--- src/rtl/uart_tx_fifo.sv ---
// Byte FIFO between the CPU IO write decode and a UART transmitter.
// A three-state drain FSM pops one byte at a time and pulses a start strobe.
module uart_tx_fifo #(
  parameter int DEPTH   = 16,
  parameter int LEVEL_W = $clog2(DEPTH) + 1
) (
  input  logic               clk_i,
  input  logic               rst_i,
  input  logic               wr_strobe_i,
  input  logic [7:0]         wr_data_i,
  input  logic               clr_overflow_i,
  output logic               full_o,
  output logic               empty_o,
  output logic [LEVEL_W-1:0] level_o,
  output logic               overflow_o,
  output logic               uart_wr_strobe_o,
  output logic [7:0]         uart_data_o,
  input  logic               uart_busy_i
);

  localparam int PTR_W = $clog2(DEPTH);

  typedef enum logic [1:0] {
    S_IDLE,
    S_ISSUE,
    S_GUARD
  } state_t;

  logic [7:0]         mem [DEPTH];
  logic [PTR_W-1:0]   wr_ptr;
  logic [PTR_W-1:0]   rd_ptr;
  logic [LEVEL_W-1:0] level;
  logic               overflow;
  logic               uart_strobe;
  logic [7:0]         uart_data;
  state_t             state;

  logic push_ok;
  logic push_drop;
  logic pop;

  // Flags decode only registered state, so wr_strobe_i never reaches them combinationally.
  assign full_o  = (level == LEVEL_W'(DEPTH));
  assign empty_o = (level == '0);
  assign level_o = level;

  assign overflow_o       = overflow;
  assign uart_wr_strobe_o = uart_strobe;
  assign uart_data_o      = uart_data;

  assign push_ok   = wr_strobe_i && !full_o;
  assign push_drop = wr_strobe_i && full_o;
  assign pop       = (state == S_IDLE) && !empty_o && !uart_busy_i;

  always_ff @(posedge clk_i) begin
    if (push_ok) begin
      mem[wr_ptr] <= wr_data_i;
    end
  end

  always_ff @(posedge clk_i or posedge rst_i) begin
    if (rst_i) begin
      wr_ptr   <= '0;
      rd_ptr   <= '0;
      level    <= '0;
      overflow <= 1'b0;
    end else begin
      if (push_ok) begin
        wr_ptr <= wr_ptr + 1'b1;
      end
      if (pop) begin
        rd_ptr <= rd_ptr + 1'b1;
      end
      case ({push_ok, pop})
        2'b10:   level <= level + 1'b1;
        2'b01:   level <= level - 1'b1;
        default: level <= level;
      endcase
      // A dropped push on the same edge beats a clear request.
      if (push_drop) begin
        overflow <= 1'b1;
      end else if (clr_overflow_i) begin
        overflow <= 1'b0;
      end
    end
  end

  // The guard state gives the UART one cycle to raise busy after the strobe.
  always_ff @(posedge clk_i or posedge rst_i) begin
    if (rst_i) begin
      state       <= S_IDLE;
      uart_strobe <= 1'b0;
      uart_data   <= 8'h00;
    end else begin
      case (state)
        S_IDLE: begin
          uart_strobe <= 1'b0;
          if (pop) begin
            uart_data   <= mem[rd_ptr];
            uart_strobe <= 1'b1;
            state       <= S_ISSUE;
          end
        end
        S_ISSUE: begin
          uart_strobe <= 1'b0;
          state       <= S_GUARD;
        end
        S_GUARD: begin
          uart_strobe <= 1'b0;
          state       <= S_IDLE;
        end
        default: begin
          uart_strobe <= 1'b0;
          state       <= S_IDLE;
        end
      endcase
    end
  end

endmodule

--- config.mk ---
export PLATFORM = sky130hd
export DESIGN_NAME = uart_tx_fifo
export DESIGN_NICKNAME = d
export VERILOG_FILES = /design/src/rtl/uart_tx_fifo.sv
export SDC_FILE = /design/constraint.sdc
export NUM_CORES = 1
export LEC_CHECK = 0
export CORE_MARGIN = 2
export CORE_UTILIZATION = 35
export CTS_CLUSTER_DIAMETER = 60
export CTS_CLUSTER_SIZE = 24
export DETAILED_ROUTE_END_ITERATION = 8
export GPL_TIMING_DRIVEN = 0
export PLACE_DENSITY = 0.59
export SYNTH_ARGS = -nofsm -noshare
export SYNTH_HDL_FRONTEND = slang
export SYNTH_SLANG_ARGS = --single-unit
export TNS_END_PERCENT = 50
--- constraint.sdc ---
create_clock -name clk_i -period 3.5 [get_ports clk_i]
set_clock_uncertainty 0.1 [all_clocks]
set_input_delay 0.875 -clock clk_i [delete_from_list [all_inputs] [get_ports clk_i]]
set_output_delay 0.875 -clock clk_i [all_outputs]
set_load 0.005 [all_outputs]
==> results.cfg, run 1 <==
[clock_network]
h-tree-depth = 4
hold_buffers = 0
cts_buffers = 17
cts.sinks = 153
worstSkewPairLatency_ns = 0.42
cts_buffer_depth = 2
postCtsResizedCells = 0
clk_pin_slew_ns = 0.06
post-cts-setup-buffer-count = 0
cts_tree = yes
cts_root_buf = clkbuf_16

[logic_synthesis]
synth_compound_area_share_pct = 1.75
synth_ff_type = edfxtp_1
synth_cell_type_count = 32
syn_nets = 345
async_reset_ff_share_pct = 16.3
yosys-top-cells-area = edfxtp_1 (62%), dfrtp_1 (10%), mux4_1 (9.7%)
synth-xor-area-share_pct = 1.41
synth_simple_gate_area_share_pct = 3.39
ys_ff_latch = 153
synth_top_family_by_area = multiplexers
yosysTopAreaCell = edfxtp_1
yosysWarnings = 0
yosys.area_share.adder_pct = 2.13
syn_avg_cell_area_sq_um = 19.4
seq_area_frac_synth_pct = 71.7
muxShareOfSynthArea_pct = 17.3
synth_commonest_cells = edfxtp_1 (128), dfrtp_1 (25), mux4_1 (23)
synth-edff-count = 128
netlist.area_leader.share_pct = 61.7
synthCells = 322
syn_area_sq_um = 6230
yosysMostFrequentCell = edfxtp_1

[global_routing]
grt_pass1_vias = 2930
grt_pass1_wl_mm = 18.3
gr-total-overflow = 0
grt_max_degree = 26
grt_usage_pct = 14.1
antenna_found_initial = 0

[route]
ant_nets = 0
routed_wl_mm = 12.2
via_count = 2979
wire_per_inst_um = 20.0
drc = 0
dr.pass1.iters = 4
drt-initial-drc-count = 204
viasPerCell = 4.89

[timing]
max-slew-margin-rel_pct = 31.9
final-setup-viol-count = 0
finalHoldViolCount = 0
fmax_ghz = 0.316
worst_pin_slew_ns = 1.02
grt_setup_unrepaired = no
timing.final.crit_share_pct = 90.5
finalCriticalPeriod_ns = 3.17
slew_violations = 0

[power_and_ir_drop]
power_density_nw_per_um2 = 822
total_power_mw = 6.09
peakVddDrop_v = 0.000428
p_leak_nw = 2.62

[finish]
drive_above_1_share_pct = 16.9
fillers = 1476
final_util_pct = 42.7
n_antenna_cell = 0
syn_to_final_growth_pct = 19.0
final_nets = 394

[floorplanning]
start_util_pct = 35.9
core-area_sq_um = 17400
die-area_sq_um = 18900
die_w_um = 137
io_pins = 30
die_h_um = 137
row_count = 48

[placed_design]
dpl.hpwl_mm = 7.74
portBuffers = 29
gp_congestion = 0.732

[run]
maxCapViolations = 0

[setup_path]
critPathKind = primary input to flip-flop
path_buf_inv = 2
worst-path-max-fanout = 9
end_kind = flip-flop
startpoint_type = primary input
worstPathRequired_ns = 3.74
crit_family = compound AO/OA/AOI/OAI gates
worstPathArrival_ns = 3.41
slowest_delay_ns = 0.48
cp_slowest_cell = clkdlybuf4s50_1
crit_chain = clkdlybuf4s50_1 -> a21boi_2 -> inv_1 -> ha_1 -> fa_1 -> a21o_1 -> a21oi_1 -> mux2i_1 -> xnor2_1

[run_status]
outcome = finished, final reports clean

[hold_path]
hold_class = flip-flop to flip-flop
## area by class of cell
class	instances	area, sq um	share of cell area, %
flip-flops and latches	153	4470	60.3
multi-input cells	144	1630	22.0
clock buffers	19	433	5.84
repair buffers	30	298	4.02
well taps	225	282	3.80
clock inverters	13	154	2.08
plain buffers	16	109	1.47
inverters	9	33.8	0.456
## flip-flops by register name, summed over array words and instances (netlist names)
register and cells:
uart_wr_strobe_o 1, state 2, mem 128, overflow_o 1, wr_ptr 4, rd_ptr 4, uart_data_o 8, level_o 5
## power by group
| group | leakage [nW] | internal [mW] | switching (mW) | total (mW) |
|---|---|---|---|---|
| combinational | 0.889 | 0.929 | 0.944 | 1.87 |
| clock | 0.272 | 1.11 | 0.689 | 1.80 |
| sequential | 1.46 | 2.27 | 0.143 | 2.42 |
| total | 2.62 | 4.32 | 1.78 | 6.09 |
## stage by stage
step	setup WS, ns	cells	instance area [sq um]	setup TNS (ns)	hold slack [ns]
finish	0.331	609	7410	0	0.335
global route	0.146	609	7410	0	0.354
CTS	0.241	609	7400	0	0.331
detailed placement	-0.201	577	6820	-3.06	0.319
global placement	-0.222	576	6800	-5.11	0.319
floorplan	0.731	322	6230	0	0.303
## worst paths after layout
check	from	end	slack, ns	cells after the start
setup reg to reg	level_o[2]	level_o[4]	0.58	9
max in group asynchronous	rst_i	uart_data_o[0]	1.77	2
setup / recovery	wr_strobe_i	level_o[4]	0.33	9
min in group asynchronous	rst_i	state[1]	0.91	2
hold reg to reg	state[1]	state[1]	0.33	1
hold / removal	state[1]	state[1]	0.33	1
## per-layer routing
metal | global-route usage [%] | vias up | share of wire [%]
li1 | - | 1372 | -
met1 | 19.8 | 1509 | 44
met2 | 20.8 | 83 | 47
met3 | 3.46 | 15 | 6.5
met4 | 6.59 | 0 | 2.1
met5 | 0 | - | 0
## worst reg2reg max path, cell delays in order (launching register included)
cell and delay (ns):
dfrtp_1 0.43, or4_4 0.57, o21ai_2 0.16, inv_1 0.11
ha_1 0.28, fa_1 0.43, a21o_1 0.20, a21oi_1 0.20
mux2i_1 0.24, xnor2_1 0.13
## cells in the final DEF (no fill, tap or decap), types with 2 or more instances in the layout
| master | count |
|---|---|
| nor3_1 | 2 |
| buf_6 | 4 |
| clkbuf_1 | 3 |
| edfxtp_1 | 128 |
| buf_4 | 4 |
| buf_2 | 5 |
| clkinvlp_4 | 4 |
| nor2_1 | 15 |
| mux4_2 | 9 |
| o21ai_1 | 8 |
| a21o_1 | 2 |
| mux2i_1 | 17 |
| a21oi_1 | 2 |
| nand4_1 | 2 |
| clkinv_1 | 3 |
| inv_1 | 9 |
| mux2_2 | 9 |
| nor2b_1 | 2 |
| clkinv_4 | 2 |
| nor3_2 | 3 |
| nand2_1 | 20 |
| o21ai_0 | 3 |
| ha_1 | 9 |
| mux4_1 | 23 |
| bufinv_16 | 3 |
| dfrtp_1 | 25 |
| xnor2_1 | 9 |
| clkdlybuf4s50_1 | 29 |
| nand2b_1 | 2 |
| buf_1 | 2 |
| clkbuf_16 | 17 |
## cells by family (layout without fill, tap and decap cells)
kind of cell | after synthesis | count (layout)
compound gates | 18 | 18
xor+xnor | 10 | 10
fa+ha+maj | 10 | 10
buf+inv | 25 | 87
flops | 153 | 153
mux | 58 | 58
simple gates | 48 | 48
Note: power is estimated with default switching activity, not from simulation.
==> inputs of run 2 (changes only) <==
--- a/config.mk
+++ b/config.mk
@@ -12,6 +12,7 @@
 export DETAILED_ROUTE_END_ITERATION = 8
 export GPL_TIMING_DRIVEN = 0
 export PLACE_DENSITY = 0.59
+export SLEW_MARGIN = 20
 export SYNTH_ARGS = -nofsm -noshare
 export SYNTH_HDL_FRONTEND = slang
 export SYNTH_SLANG_ARGS = --single-unit
==> run 2 against run 1 <==
Effect of this change:
- sequential share of layout area about the same
- sequential power hardly changed
- non-clock buffer count decreased by 1
- critical path type unchanged
- largest cell class unchanged
==> results.cfg, run 2 (synthesis gave the netlist of run 1 again) <==
[run_status]
outcome = finished, final reports clean

[power_and_ir_drop]
power_density_nw_per_um2 = 823
p_leak_nw = 2.62
p_sw_share_pct = 29.3
p_clk_share_pct = 29.6
combPwrFrac_pct = 30.8
internal_power_mw = 4.31
peakVddDrop_v = 0.000417
seqPwrFrac_pct = 39.7
p_sw_mw = 1.79
total_power_mw = 6.10

[finish]
final_nets = 393
fin_area_sq_um = 7410
fin_cells = 607
syn_to_final_growth_pct = 18.9
largest-register = mem
fillers = 1468
final_common_cell = edfxtp_1
drive_above_1_share_pct = 17.8
largest_reg_flops = 128
n_antenna_cell = 0
final_cell_mix = edfxtp_1 (128), clkdlybuf4s50_1 (29), dfrtp_1 (25)

[timing]
grt_setup_unrepaired = no
slew_violations = 0
max-slew-margin-rel_pct = 38.7
finalCriticalPeriod_ns = 3.17
final-setup-viol-count = 0
worst_pin_slew_ns = 0.916
setup_ws_ns = 0.334
finalHoldViolCount = 0
fmax_ghz = 0.316
timing.final.crit_share_pct = 90.5

[global_routing]
grt_pass1_vias = 2991
gr-total-overflow = 0
grt_pass1_wl_mm = 18.3
grt_max_degree = 26
antenna_found_initial = 0
grt_usage_pct = 14.1

[run]
maxCapViolations = 0

[route]
via_count = 2979
ant_nets = 0
drc = 0
wire_per_inst_um = 20.0
dr.pass1.iters = 4
drt-initial-drc-count = 259
viasPerCell = 4.91
routed_wl_mm = 12.2

[setup_path]
slowest_delay_ns = 0.48
crit_family = compound AO/OA/AOI/OAI gates
path_buf_inv = 2
worstPathRequired_ns = 3.75
worst-path-max-fanout = 9
cp_slowest_cell = clkdlybuf4s50_1
critPathKind = primary input to flip-flop
worstPathArrival_ns = 3.41
crit_chain = clkdlybuf4s50_1 -> a21boi_2 -> inv_1 -> ha_1 -> fa_1 -> a21o_1 -> a21oi_1 -> mux2i_1 -> xnor2_1
end_kind = flip-flop
startpoint_type = primary input

[hold_path]
hold_class = flip-flop to flip-flop

[placed_design]
portBuffers = 29
placed_area_sq_um = 6820
gp_congestion = 0.732
dpl.hpwl_mm = 7.70
dp_slack_ns = -0.0937
place_inst = 576

[clock_network]
postCtsResizedCells = 0
clk_pin_slew_ns = 0.06
cts_tree = yes
cts.sinks = 153
h-tree-depth = 4
cts_root_buf = clkbuf_16
cts_buffer_depth = 2
hold_buffers = 0
worstSkewPairLatency_ns = 0.42
cts_buffers = 17
post-cts-setup-buffer-count = 0

[floorplanning]
die-area_sq_um = 18900
row_count = 48
die_w_um = 137
die_h_um = 137
io_pins = 30
start_util_pct = 35.9
core-area_sq_um = 17400
==> run 2: per-stage QoR <==
stage | TNS [ns] | hold slack, ns | utilization [%]
3_3_place_gp | -5.11 | 0.319 | 39.2
5_1_grt | 0 | 0.354 | 42.7
4_1_cts | 0 | 0.331 | 42.7
2_1_floorplan | 0 | 0.303 | -
3_5_place_dp | -0.0937 | 0.319 | 39.3
6_report | 0 | 0.335 | 42.7
==> run 2: power by group through the flow <==
stage	logic, mW	registers [mW]	clock network [mW]
after floorplan	1.27	2.42	0
after global placement	1.86	2.44	0
after detailed placement	1.90	2.45	0
after CTS	1.91	2.42	1.84
after global routing	2.05	2.45	1.91
final	1.88	2.42	1.80
==> run 2: final timing paths <==
kind | from | to | slack (ns) | cells past startpoint
min in group asynchronous | rst_i | uart_data_o[5] | 0.72 | 2
worst max-delay path | wr_strobe_i | level_o[4] | 0.33 | 9
worst min register to register | state[1] | state[1] | 0.33 | 1
worst min-delay path | state[1] | state[1] | 0.33 | 1
worst max register to register | level_o[2] | level_o[4] | 0.59 | 9
max in group asynchronous | rst_i | uart_data_o[3] | 2.20 | 2
==> run 2: routing by layer <==
metal	vias up	part of all wire, %	track usage (%)
met5	-	0	0
li1	1371	-	-
met1	1534	47	19.7
met3	14	4.0	3.94
met4	0	1.4	5.15
met2	60	48	21.2
==> run 2: area by class of cell <==
type / count / area [sq um] / share of cell area [%]
Buffer: 16 / 109 / 1.47
Clock buffer: 18 / 429 / 5.79
Clock inverter: 13 / 155 / 2.09
Inverter: 9 / 33.8 / 0.456
Multi-Input combinational cell: 144 / 1640 / 22.1
Sequential cell: 153 / 4470 / 60.3
Tap cell: 225 / 282 / 3.80
Timing Repair Buffer: 29 / 290 / 3.92
==> inputs of run 3 (changes only) <==
--- a/config.mk
+++ b/config.mk
@@ -5,7 +5,6 @@
 export SDC_FILE = /design/constraint.sdc
 export NUM_CORES = 1
 export LEC_CHECK = 0
-export CORE_MARGIN = 2
 export CORE_UTILIZATION = 35
 export CTS_CLUSTER_DIAMETER = 60
 export CTS_CLUSTER_SIZE = 24
==> run 3 against run 2 <==
Effect of this change:
- highest routed layer unchanged
- global-route usage grew 0.51 points
- largest cell class unchanged
- sequential power barely moved
- flip-flop and latch count unchanged
- total power fell by 4.3%
==> results.cfg, run 3 (synthesis gave the netlist of run 1 again) <==
[run_status]
outcome = finished, final reports clean

[placed_design]
place_inst = 576
gp_congestion = 0.685
portBuffers = 29
placed_area_sq_um = 6820
dp_slack_ns = -0.0290
dpl.hpwl_mm = 7.72

[power_and_ir_drop]
total_power_mw = 5.83
p_leak_nw = 2.59
power_density_nw_per_um2 = 797
peakVddDrop_v = 0.000380

[timing]
max-slew-margin-rel_pct = 45.1
slew_violations = 0
finalHoldViolCount = 0
setup_ws_ns = 0.399
worst_pin_slew_ns = 0.821
grt_setup_unrepaired = no
final-setup-viol-count = 0
finalCriticalPeriod_ns = 3.10
timing.final.crit_share_pct = 88.6
fmax_ghz = 0.322

[setup_path]
path_buf_inv = 2
slowest_delay_ns = 0.48
startpoint_type = primary input
worst-path-max-fanout = 9
crit_family = compound AO/OA/AOI/OAI gates
end_kind = flip-flop
reg2reg_depth = 9
cp.depth = 9
critPathKind = primary input to flip-flop
worstPathArrival_ns = 3.35
worstPathRequired_ns = 3.75
crit_chain = clkdlybuf4s50_1 -> a21boi_2 -> inv_1 -> ha_1 -> fa_1 -> a21o_1 -> a21oi_1 -> mux2i_1 -> xnor2_1
cp_slowest_cell = clkdlybuf4s50_1

[route]
viasPerCell = 4.88
dr.pass1.iters = 4
drc = 0
wire_per_inst_um = 19.7
ant_nets = 0
via_count = 2967
routed_wl_mm = 12.0
drt-initial-drc-count = 224

[hold_path]
hold_path_depth = 1
hold_class = flip-flop to flip-flop

[global_routing]
gr-total-overflow = 0
grt_pass1_wl_mm = 18.4
grt_usage_pct = 14.6
grt_max_degree = 26
antenna_found_initial = 0
grt_pass1_vias = 3143

[finish]
final_util_pct = 42.2
fin_area_sq_um = 7320
n_antenna_cell = 0
fin_cells = 608
drive_above_1_share_pct = 15.4
final_cell_mix = edfxtp_1 (128), clkdlybuf4s50_1 (29), dfrtp_1 (25)
fillers = 1518
largest_reg_flops = 128
final_common_cell = edfxtp_1
syn_to_final_growth_pct = 17.4
largest-register = mem
final_nets = 393

[clock_network]
cts_tree = yes
cts_buffer_depth = 2
h-tree-depth = 4
postCtsResizedCells = 0
cts_root_buf = clkbuf_16
cts_buffers = 17
hold_buffers = 0
cts.sinks = 153
post-cts-setup-buffer-count = 0
clk_pin_slew_ns = 0.06
worstSkewPairLatency_ns = 0.42

[floorplanning]
row_count = 48
core-area_sq_um = 17400
start_util_pct = 35.9
die_w_um = 135
die-area_sq_um = 18300
die_h_um = 135
io_pins = 30

[run]
maxCapViolations = 0
-- run 3: cell count changes in the layout (fill, tap and decap cells not counted) --
| cell | delta |
|---|---|
| clkinv_2 | -1 |
| clkinv_1 | +2 |
| clkbuf_8 | +1 |
| clkinvlp_4 | -5 |
| clkbuf_1 | +8 |
| bufinv_16 | -3 |
| clkinv_4 | -1 |
-- run 3: metrics by stage --
stage          TNS (ns)  hold slack, ns
6_report              0           0.355
5_1_grt               0           0.373
2_1_floorplan         0           0.303
3_5_place_dp    -0.0290           0.353
4_1_cts               0           0.363
3_3_place_gp      -3.69           0.321
-- run 3: routing by layer --
layer / wire length (um) / part of all wire (%) / GRT usage (%) / up-vias
li1: - / - / - / 1376
met3: 472 / 3.9 / 3.59 / 18
met2: 5780 / 48 / 23.2 / 62
met4: 252 / 2.1 / 6.93 / 0
met5: 0 / 0 / 0 / -
met1: 5450 / 46 / 18.9 / 1511
-- run 3: where the power goes --
group / switching [mW] / leakage [nW] / total, mW / internal (mW)
clock: 0.644 / 0.240 / 1.56 / 0.914
combinational: 0.943 / 0.884 / 1.87 / 0.928
sequential: 0.131 / 1.46 / 2.41 / 2.27
total: 1.72 / 2.59 / 5.83 / 4.12
-- run 3: final timing paths --
path	from	end	slack, ns
worst max register to register	level_o[2]	level_o[4]	0.62
max in group asynchronous	rst_i	uart_data_o[6]	2.19
worst min-delay path	state[1]	state[1]	0.35
worst min register to register	state[1]	state[1]	0.35
min in group asynchronous	rst_i	level_o[4]	0.73
worst max-delay path	wr_strobe_i	level_o[4]	0.40
-- run 3: area by class of cell --
cell class	instances	area [sq um]	area share, %
Buffer	16	109	1.49
Inverter	9	33.8	0.462
Tap cell	225	282	3.85
Timing Repair Buffer	29	290	3.97
Clock buffer	27	473	6.46
Clock inverter	5	21.3	0.291
Multi-Input combinational cell	144	1640	22.4
Sequential cell	153	4470	61.1
